--- src/rtl/mem_pkg.sv ---
// Shared types for the memory-access stage and its store buffer.
// FSM states, store-buffer entry layout and default widths.
package mem_pkg;

  localparam int DEF_DATA_W   = 32;
  localparam int DEF_REG_W    = 4;
  localparam int DEF_SB_DEPTH = 4;

  typedef enum logic [1:0] {
    ST_IDLE       = 2'd0,
    ST_LOAD_WAIT  = 2'd1,
    ST_DRAIN_WAIT = 2'd2
  } mem_state_e;

  typedef struct packed {
    logic [DEF_DATA_W-1:0] addr;
    logic [DEF_DATA_W-1:0] data;
  } sb_entry_t;

endpackage

--- src/rtl/mem_store_buffer.sv ---
// Circular FIFO of pending stores with a youngest-match forward lookup.
// Entry validity is derived from the occupancy count, not per-entry bits.
module mem_store_buffer
  import mem_pkg::*;
#(
  parameter int DATA_W   = DEF_DATA_W,
  parameter int SB_DEPTH = DEF_SB_DEPTH
) (
  input  logic              clk,
  input  logic              rst,
  input  logic              push_i,
  input  logic [DATA_W-1:0] push_addr_i,
  input  logic [DATA_W-1:0] push_data_i,
  input  logic              pop_i,
  input  logic [DATA_W-1:0] lkp_addr_i,
  output logic              lkp_hit_o,
  output logic [DATA_W-1:0] lkp_data_o,
  output logic [DATA_W-1:0] head_addr_o,
  output logic [DATA_W-1:0] head_data_o,
  output logic              full_o,
  output logic              empty_o
);

  localparam int PTR_W = $clog2(SB_DEPTH);
  localparam int CNT_W = PTR_W + 1;

  typedef struct packed {
    logic [DATA_W-1:0] addr;
    logic [DATA_W-1:0] data;
  } ent_t;

  ent_t             ent_q [SB_DEPTH];
  logic [PTR_W-1:0] wr_ptr_q;
  logic [PTR_W-1:0] rd_ptr_q;
  logic [CNT_W-1:0] cnt_q;
  logic [CNT_W-1:0] cnt_d;
  logic [PTR_W-1:0] idx;

  always_comb begin
    cnt_d = cnt_q;
    unique case ({push_i, pop_i})
      2'b10:   cnt_d = cnt_q + CNT_W'(1);
      2'b01:   cnt_d = cnt_q - CNT_W'(1);
      default: cnt_d = cnt_q;
    endcase
  end

  always_ff @(posedge clk or negedge rst) begin
    if (!rst) begin
      for (int i = 0; i < SB_DEPTH; i++) begin
        ent_q[i] <= '0;
      end
      wr_ptr_q <= '0;
      rd_ptr_q <= '0;
      cnt_q    <= '0;
    end else begin
      if (push_i) begin
        ent_q[wr_ptr_q] <= '{addr: push_addr_i, data: push_data_i};
        wr_ptr_q        <= wr_ptr_q + PTR_W'(1);
      end
      if (pop_i) begin
        rd_ptr_q <= rd_ptr_q + PTR_W'(1);
      end
      cnt_q <= cnt_d;
    end
  end

  // Walk oldest to youngest so the last match seen wins.
  always_comb begin
    lkp_hit_o  = 1'b0;
    lkp_data_o = '0;
    idx        = '0;
    for (int k = 0; k < SB_DEPTH; k++) begin
      idx = rd_ptr_q + PTR_W'(k);
      if ((CNT_W'(k) < cnt_q) &&
          (ent_q[idx].addr == lkp_addr_i)) begin
        lkp_hit_o  = 1'b1;
        lkp_data_o = ent_q[idx].data;
      end
    end
  end

  assign head_addr_o = ent_q[rd_ptr_q].addr;
  assign head_data_o = ent_q[rd_ptr_q].data;
  assign full_o      = (cnt_q == CNT_W'(SB_DEPTH));
  assign empty_o     = (cnt_q == '0);

endmodule

--- src/rtl/mem_stage_sb.sv ---
// Memory-access stage: load/store FSM over a req/ack port, store buffer
// with forwarding, and the MEM/WB pipeline register with freeze.
module mem_stage_sb
  import mem_pkg::*;
#(
  parameter int DATA_W   = DEF_DATA_W,
  parameter int REG_W    = DEF_REG_W,
  parameter int SB_DEPTH = DEF_SB_DEPTH
) (
  input  logic              clk,
  input  logic              rst,
  input  logic              freeze,
  input  logic              wb_en,
  input  logic              mem_read,
  input  logic              mem_write,
  input  logic [REG_W-1:0]  dest,
  input  logic [DATA_W-1:0] alu_res,
  input  logic [DATA_W-1:0] val_rm,
  output logic              mem_ready,
  output logic              sb_empty,
  output logic              mem_req,
  output logic              mem_we,
  output logic [DATA_W-1:0] mem_addr,
  output logic [DATA_W-1:0] mem_wdata,
  input  logic              mem_ack,
  input  logic [DATA_W-1:0] mem_rdata,
  output logic              wb_en_out,
  output logic              mem_read_out,
  output logic [REG_W-1:0]  dest_out,
  output logic [DATA_W-1:0] alu_res_out,
  output logic [DATA_W-1:0] mem_data_out
);

  mem_state_e        state_q;
  mem_state_e        state_d;
  logic              req_q;
  logic              req_d;
  logic              we_q;
  logic              we_d;
  logic [DATA_W-1:0] addr_q;
  logic [DATA_W-1:0] addr_d;
  logic [DATA_W-1:0] wdata_q;
  logic [DATA_W-1:0] wdata_d;

  logic              wb_en_q;
  logic              mem_read_q;
  logic [REG_W-1:0]  dest_q;
  logic [DATA_W-1:0] alu_res_q;
  logic [DATA_W-1:0] mem_data_q;

  logic              is_ld;
  logic              is_st;
  logic              ld_wait;
  logic              ld_miss;
  logic              sb_push;
  logic              sb_pop;
  logic              sb_hit;
  logic              sb_full;
  logic              sb_emp;
  logic [DATA_W-1:0] sb_fwd;
  logic [DATA_W-1:0] sb_head_addr;
  logic [DATA_W-1:0] sb_head_data;
  logic [DATA_W-1:0] ld_data;

  assign is_ld   = mem_read;
  assign is_st   = mem_write & ~mem_read;
  assign ld_wait = (state_q == ST_LOAD_WAIT);
  assign ld_miss = is_ld & ~sb_hit;
  assign sb_pop  = (state_q == ST_DRAIN_WAIT) & mem_ack;
  assign ld_data = ld_wait ? mem_rdata : sb_fwd;

  always_comb begin
    mem_ready = 1'b1;
    unique case (1'b1)
      is_ld:   mem_ready = ld_wait ? mem_ack : sb_hit;
      is_st:   mem_ready = ~sb_full | sb_pop;
      default: mem_ready = 1'b1;
    endcase
  end

  // A frozen store is re-presented next cycle, so it must not enqueue now.
  assign sb_push = is_st & mem_ready & ~freeze;

  mem_store_buffer #(
    .DATA_W   (DATA_W),
    .SB_DEPTH (SB_DEPTH)
  ) u_sb (
    .clk         (clk),
    .rst         (rst),
    .push_i      (sb_push),
    .push_addr_i (alu_res),
    .push_data_i (val_rm),
    .pop_i       (sb_pop),
    .lkp_addr_i  (alu_res),
    .lkp_hit_o   (sb_hit),
    .lkp_data_o  (sb_fwd),
    .head_addr_o (sb_head_addr),
    .head_data_o (sb_head_data),
    .full_o      (sb_full),
    .empty_o     (sb_emp)
  );

  always_comb begin
    state_d = state_q;
    req_d   = req_q;
    we_d    = we_q;
    addr_d  = addr_q;
    wdata_d = wdata_q;
    unique case (state_q)
      ST_IDLE: begin
        if (ld_miss) begin
          state_d = ST_LOAD_WAIT;
          req_d   = 1'b1;
          we_d    = 1'b0;
          addr_d  = alu_res;
        end else if (!sb_emp) begin
          state_d = ST_DRAIN_WAIT;
          req_d   = 1'b1;
          we_d    = 1'b1;
          addr_d  = sb_head_addr;
          wdata_d = sb_head_data;
        end
      end
      ST_LOAD_WAIT: begin
        if (mem_ack) begin
          state_d = ST_IDLE;
          req_d   = 1'b0;
          we_d    = 1'b0;
        end
      end
      ST_DRAIN_WAIT: begin
        if (mem_ack) begin
          if (ld_miss) begin
            state_d = ST_LOAD_WAIT;
            req_d   = 1'b1;
            we_d    = 1'b0;
            addr_d  = alu_res;
          end else begin
            state_d = ST_IDLE;
            req_d   = 1'b0;
            we_d    = 1'b0;
          end
        end
      end
      default: begin
        state_d = ST_IDLE;
        req_d   = 1'b0;
        we_d    = 1'b0;
      end
    endcase
  end

  always_ff @(posedge clk or negedge rst) begin
    if (!rst) begin
      state_q <= ST_IDLE;
      req_q   <= 1'b0;
      we_q    <= 1'b0;
      addr_q  <= '0;
      wdata_q <= '0;
    end else begin
      state_q <= state_d;
      req_q   <= req_d;
      we_q    <= we_d;
      addr_q  <= addr_d;
      wdata_q <= wdata_d;
    end
  end

  // Stall inserts a bubble; payload fields simply hold.
  always_ff @(posedge clk or negedge rst) begin
    if (!rst) begin
      wb_en_q    <= 1'b0;
      mem_read_q <= 1'b0;
      dest_q     <= '0;
      alu_res_q  <= '0;
      mem_data_q <= '0;
    end else if (!freeze) begin
      if (mem_ready) begin
        wb_en_q    <= wb_en;
        mem_read_q <= is_ld;
        dest_q     <= dest;
        alu_res_q  <= alu_res;
        mem_data_q <= is_ld ? ld_data : '0;
      end else begin
        wb_en_q    <= 1'b0;
        mem_read_q <= 1'b0;
      end
    end
  end

  assign sb_empty     = sb_emp;
  assign mem_req      = req_q;
  assign mem_we       = we_q;
  assign mem_addr     = addr_q;
  assign mem_wdata    = wdata_q;
  assign wb_en_out    = wb_en_q;
  assign mem_read_out = mem_read_q;
  assign dest_out     = dest_q;
  assign alu_res_out  = alu_res_q;
  assign mem_data_out = mem_data_q;

endmodule

--- config.mk ---
export PLATFORM = sky130hd
export DESIGN_NAME = mem_stage_sb
export DESIGN_NICKNAME = d
export VERILOG_FILES = /design/src/rtl/mem_pkg.sv /design/src/rtl/mem_store_buffer.sv /design/src/rtl/mem_stage_sb.sv
export SDC_FILE = /design/constraint.sdc
export NUM_CORES = 1
export LEC_CHECK = 0
export CAP_MARGIN = 15
export CORE_MARGIN = 4
export CORE_UTILIZATION = 53
export DETAILED_ROUTE_END_ITERATION = 8
export HOLD_SLACK_MARGIN = 0.15
export PLACE_DENSITY_LB_ADDON = 0.15
export SLEW_MARGIN = 20
export SYNTH_ARGS = -nofsm -noshare
export SYNTH_HDL_FRONTEND = slang
export SYNTH_SLANG_ARGS = --single-unit
--- constraint.sdc ---
create_clock -name clk -period 3.45 [get_ports clk]
set_input_delay 0.5175 -clock clk [delete_from_list [all_inputs] [get_ports clk]]
set_output_delay 0.5175 -clock clk [all_outputs]
set_load 0.1 [all_outputs]
### Yosys cells after proc, flatten, opt, wreduce, memory -nomap -nowiden

Index checks and enable logic that the tools add are counted.

| cells by class | value |
|---|---|
| add/subtract/negate cells | 6 |
| magnitude comparators | 10 |
| equal/unequal tests | 14 |
| muxes and demuxes | 49 |
| bitwise logic cells | 17 |
| reductions and logical operators | 15 |

Operator list:

| cell | number |
|---|---|
| $mux 64 | 9 |
| $bmux 64 s2 | 4 |
| $mux 32 | 10 |
| $bwmux 256 | 1 |
| $demux 64 s2 | 1 |
| $eq 32x32->1 | 4 |
| $pmux 32 s2 | 1 |
| $ge 3x3->1 const B | 5 |
| $not 2->3 | 5 |
| $mux 1 | 14 |
| $mux 2 | 4 |
| $lt 1x3->1 const A | 2 |
| $lt 2x3->1 const A | 2 |
| $ne 2x2->1 const B | 3 |
| $not 1->1 | 6 |
| $pmux 2 s3 | 1 |
| $pmux 3 s2 | 1 |
| $reduce_and 3->1 | 2 |
| $and 1x1->1 | 5 |
| $logic_and 1x1->1 | 5 |
| $add 2x1->2 const B | 2 |
| $add 2x2->2 const B | 2 |
| $eq 2x1->1 const B | 2 |
| $eq 2x2->1 const B | 2 |
| other kinds (15) | 18 |

| storage, ports and cells | value |
|---|---|
| register bits | 401 |
| input port bits | 107 |
| logic and storage cells | 132 |

### Logic depth before layout (Yosys ltp)

| logic depth | value |
|---|---|
| word-level depth | 16 |
| mapped depth | 18 |
| gate-level depth less buffers | 12 |

### Hierarchy

Synthesis repeated with hierarchy kept, for this count alone.

| unflattened totals | value |
|---|---|
| cells, all modules | 2318 |
| area total of the unflattened synthesis | 25659.6 um^2 |

By module, submodules not included:

| module | times used | cells each | area each (um^2) |
|---|---|---|---|
| mem_store_buffer | 1 | 1824 | 19484.9 |
| mem_stage_sb | 1 | 494 | 6174.7 |

### Worst setup path after synthesis

No wires, ideal clock.

| timing | value |
|---|---|
| path kind | reg2out |
| from | register u_sb.rd_ptr_q[1] |
| to | output mem_ready |
| data arrival time | 3.464 ns |
| setup slack | -0.532 ns |
| stages on the path, launching flop included | 14 |
| cell sequence | dfrtp_1 -> buf_6 -> buf_6 -> buf_6 -> buf_6 -> buf_2 -> mux2i_1 -> o22ai_1 -> a211o_1 -> a211oi_1 -> nand3_1 -> o21a_2 -> nand3_4 -> o21a_1 |

| between the ends | value |
|---|---|
| cells in the longest elaborated chain, start to end | 12 |
| elaborated cells between the ends (all ways) | 33 |

RTL lines:

| element | RTL line | RTL |
|---|---|---|
| start: declaration | mem_store_buffer.sv:34 | `logic [PTR_W-1:0] rd_ptr_q;` |
| start signal: assignment | mem_store_buffer.sv:62 | `rd_ptr_q <= rd_ptr_q + PTR_W'(1);` |
| $add 2x1->2 / $not 2->3 (equally long branches) | mem_store_buffer.sv:74, mem_store_buffer.sv:76 |  |
| $not 2->3 (not written as such) / $bmux 64 s2 (equally long branches) | mem_store_buffer.sv:76 | `(ent_q[idx].addr == lkp_addr_i)) begin` |
| $bmux 64 s2 / $mux 64 (equally long branches) | mem_store_buffer.sv:76 |  |
| $mux 64, on equally long branches | -- |  |
| $mux 64 / $eq 32x32->1 (equally long branches) | -- |  |
| $eq 32x32->1 / $logic_and 1x1->1 (equally long branches) | mem_store_buffer.sv:76, mem_store_buffer.sv:75 |  |
| $logic_and 1x1->1 / $mux 1 (equally long branches) | mem_store_buffer.sv:75 | `if ((CNT_W'(k) < cnt_q) &&` |
| $mux 1 (2 in a row) | mem_store_buffer.sv:75 |  |
| $mux 1 * | mem_store_buffer.sv:75 |  |
| $mux 1 * | mem_stage_sb.sv:75 | `is_ld: mem_ready = ld_wait ? mem_ack : sb_hit;` |
| $pmux 1 s2 * | mem_stage_sb.sv:74 | `unique case (1'b1)` |
| end: declaration | mem_stage_sb.sv:19 | `output logic mem_ready,` |

Mark *: on every way between the ends. The rest lies on a longest branch, timed or not. The select of a mux whose other input is x is not followed.

### Final worst setup path

| timing | value |
|---|---|
| from | register u_sb.rd_ptr_q[0] |
| to | output mem_ready |

Same word-level chain as after synthesis.

==> results.toml <==
[yosys]
synth_seq_cells = 401
ys_seq_area_frac = 0.378
synth_edf_count = 0
synth_area_um2 = 26500
syn-num-nets = 2653
synth_warnings = 0
async_flop_share = 1.00
avgSynthCellArea_um2 = 10.5
synthCells = 2534
synth_cell_types = 82
synth_ff_type = "dfrtp_1"

[outcome]
violations = "negative setup slack"
outcome = "complete, but fails checks"

[critical_path]
required_ns = 2.93
worst_setup_path_start_kind = "register"
worst-r2r-setup-slack_ns = -0.85
cp_max_fo = 7
reg2reg_from = "u_sb.rd_ptr_q[0]"
crit_type = "register to output pin"
rr_worst_depth = 17
r2r_end = "mem_data_out[15]"
worstPathArrival_ns = 3.96
critPathCaptureType = "output pin"

[global_route]
grt_max_degree = 103
overflow = 0
grt_pass1_vias = 25000
grt_usage = 0.375
antenna_found_initial = 1
grt_first_pass_wirelength_mm = 155

[worst_hold_path]
hp-start = "mem_wdata[10]"
holdCritPathClass = "register to register"
hold_end = "mem_wdata[10]"
min_path_cells = 1

[final_layout]
layout_common_cells = "buf_4, dfrtp_1, mux2_2"
fin_cells = 3851
final_common_cell = "buf_4"
fillCellCount = 3376
drive_gt1_frac = 0.367
syn_to_final_growth_pct = 37.6
finalNetCount = 3269
seqCellArea_um2 = 10000
multi_input_area_um2 = 15700

[drt]
viasPerCell = 6.49
drt_first_pass_iters = 8
drtIter0Drc = 2837
post_drt_wl_per_cell_um = 27.5
vias = 25000
wl_mm = 106
drc = 0
antenna_left = 0

[sta]
skew_ns = 0.0268
setup_viol = 138
fin_crit_sh = 1.30
fin_ws_ns = -1.03
worst_slew_pin_slew_ns = 1.01
timing.slew.headroom = 0.321
hold_viol = 0
fin_crit_ns = 4.48
timing.fmax_mhz = 223
rsz0062_at_grt = "yes"
slew_violations = 0

[placement]
hpwlAfterDp_mm = 68.6
dp_cells = 3674
portBuffers = 244
dp_worst_setup_slack_ns = -0.759
place_congestion = 1.07

[clocking]
root_buffer = "clkbuf_16"
numCtsBuffers = 47
h-tree-depth = 2
ctsLongestPathBuffers = 3
path_clk_slew_ns = 0.06
cts_sinks = 401
clock_latency_ns = 0.61
tritoncts = "built"

[floorplanning]
initial_core_util = 0.540
rows = 81
dieArea_um2 = 53700
die_w_um = 232
io_pins = 245
core_um2 = 49200
die_y_um = 232

[pwr]
totalPowerFinal_w = 0.0429
p_leak_nw = 16.0
power_density_nw_per_um2 = 1170
ir_worst_vdd_mv = 0.747

[run]
maxCapViolCount = 0
==> synth_stat cells, drive strengths merged (34+ instances only) <==
| cell | count | area, um^2 |
|---|---|---|
| dfrtp | 401 | 10000 |
| mux2 | 352 | 4060 |
| nand2 | 262 | 983 |
| o21ai | 198 | 991 |
| mux2i | 167 | 1680 |
| clkbuf | 152 | 571 |
| nor2 | 115 | 439 |
| buf | 89 | 609 |
| xnor2 | 89 | 780 |
| a21oi | 77 | 385 |
| mux4 | 67 | 1510 |
| nand3 | 38 | 208 |
| a22o | 36 | 315 |
| a2bb2oi | 35 | 307 |
| o211ai | 35 | 263 |
| o31ai | 35 | 263 |
| a211o | 34 | 298 |
| or3 | 34 | 213 |
==> registers in the layout (all words and copies together) (netlist names), 2 cells and up <==
name / count
alu_res_out: 32
dest_out: 4
mem_addr: 32
mem_data_out: 32
mem_wdata: 32
state_q: 2
u_sb.cnt_q: 3
u_sb.ent_q: 256
u_sb.rd_ptr_q: 2
u_sb.wr_ptr_q: 2
==> where the power goes <==
group          leakage, nW  internal (W)  switching, W
registers             4.95       0.00683       0.00163
logic                 10.3        0.0125        0.0165
clock network        0.803       0.00324       0.00214
==> layer usage <==
metal / vias to the layer above / track usage / wire [um]
li1: 10700 / - / -
met1: 12400 / 0.469 / 39900
met2: 1456 / 0.630 / 50300
met3: 392 / 0.0639 / 8670
met4: 0 / 0.192 / 6980
met5: - / 0 / 0
==> logic make-up after synthesis <==
logic type               count (synthesis)  share of synthesized area
AND/OR/NAND/NOR                        534                     0.0910
multiplexers                           586                      0.273
XOR/XNOR                               119                     0.0393
flip-flops                             401                      0.378
adder cells (fa/ha/maj)                 12                    0.00566
buffers and inverters                  266                     0.0480
AO/OA/AOI/OAI                          616                      0.164
==> worst max-delay path by stage <==
stage / cells after the start / start / slack (ns) / endpoint
2_1_floorplan: 12 / u_sb.rd_ptr_q[1] / -0.05 / mem_ready
3_3_place_gp: 10 / alu_res[21] / -0.78 / alu_res_out[20]
3_5_place_dp: 11 / alu_res[21] / -0.76 / mem_data_out[10]
4_1_cts: 11 / u_sb.rd_ptr_q[0] / -0.98 / mem_ready
5_1_grt: 13 / u_sb.rd_ptr_q[0] / -1.05 / mem_ready
6_report: 12 / u_sb.rd_ptr_q[0] / -1.03 / mem_ready
==> timing repair <==
action | CTS | global route
resized for setup | 105 | 42
pin swaps | 62 | 19
hold buffers | 1 | 0
setup buffers | 42 | 18
gates cloned | 19 | 12
endpoints found under the setup margin | 139 | 138
hold endpoints to repair | 79 | 0
==> through the flow <==
step | hold slack (ns) | TNS (ns) | cell area [um^2] | utilization
detailed placement | 0.478 | -87.37 | 32900 | 0.670
finish | 0.496 | -97.46 | 36500 | 0.742
CTS | 0.496 | -77.81 | 35900 | 0.730
global placement | 0.469 | -97.65 | 32900 | 0.670
global route | 0.509 | -102.00 | 36500 | 0.742
floorplan | 0.222 | -0.0547 | 26600 | -
==> critical path, cell delays in order, from the launching register on <==
cell     delay [ns]
dfrtp_4        0.55
buf_12         0.17
buf_12         0.12
mux4_2         0.42
xor2_1         0.17
nor2_1         0.11
buf_4          0.15
nand4_1        0.31
or4_4          0.69
o21a_4         0.23
nand3_4        0.10
o21a_4         0.15
buf_12         0.17
==> final cells by class <==
type	count	share of cell area
Tap cell	664	0.0228
Clock buffer	63	0.0355
Clock inverter	22	0.00943
Timing Repair Buffer	808	0.224
Multi-Input combinational cell	1867	0.430
Sequential cell	401	0.275
Inverter	25	0.00257
Antenna cell	1	0.0000686
No activity file was read; power rests on OpenSTA's default activity.
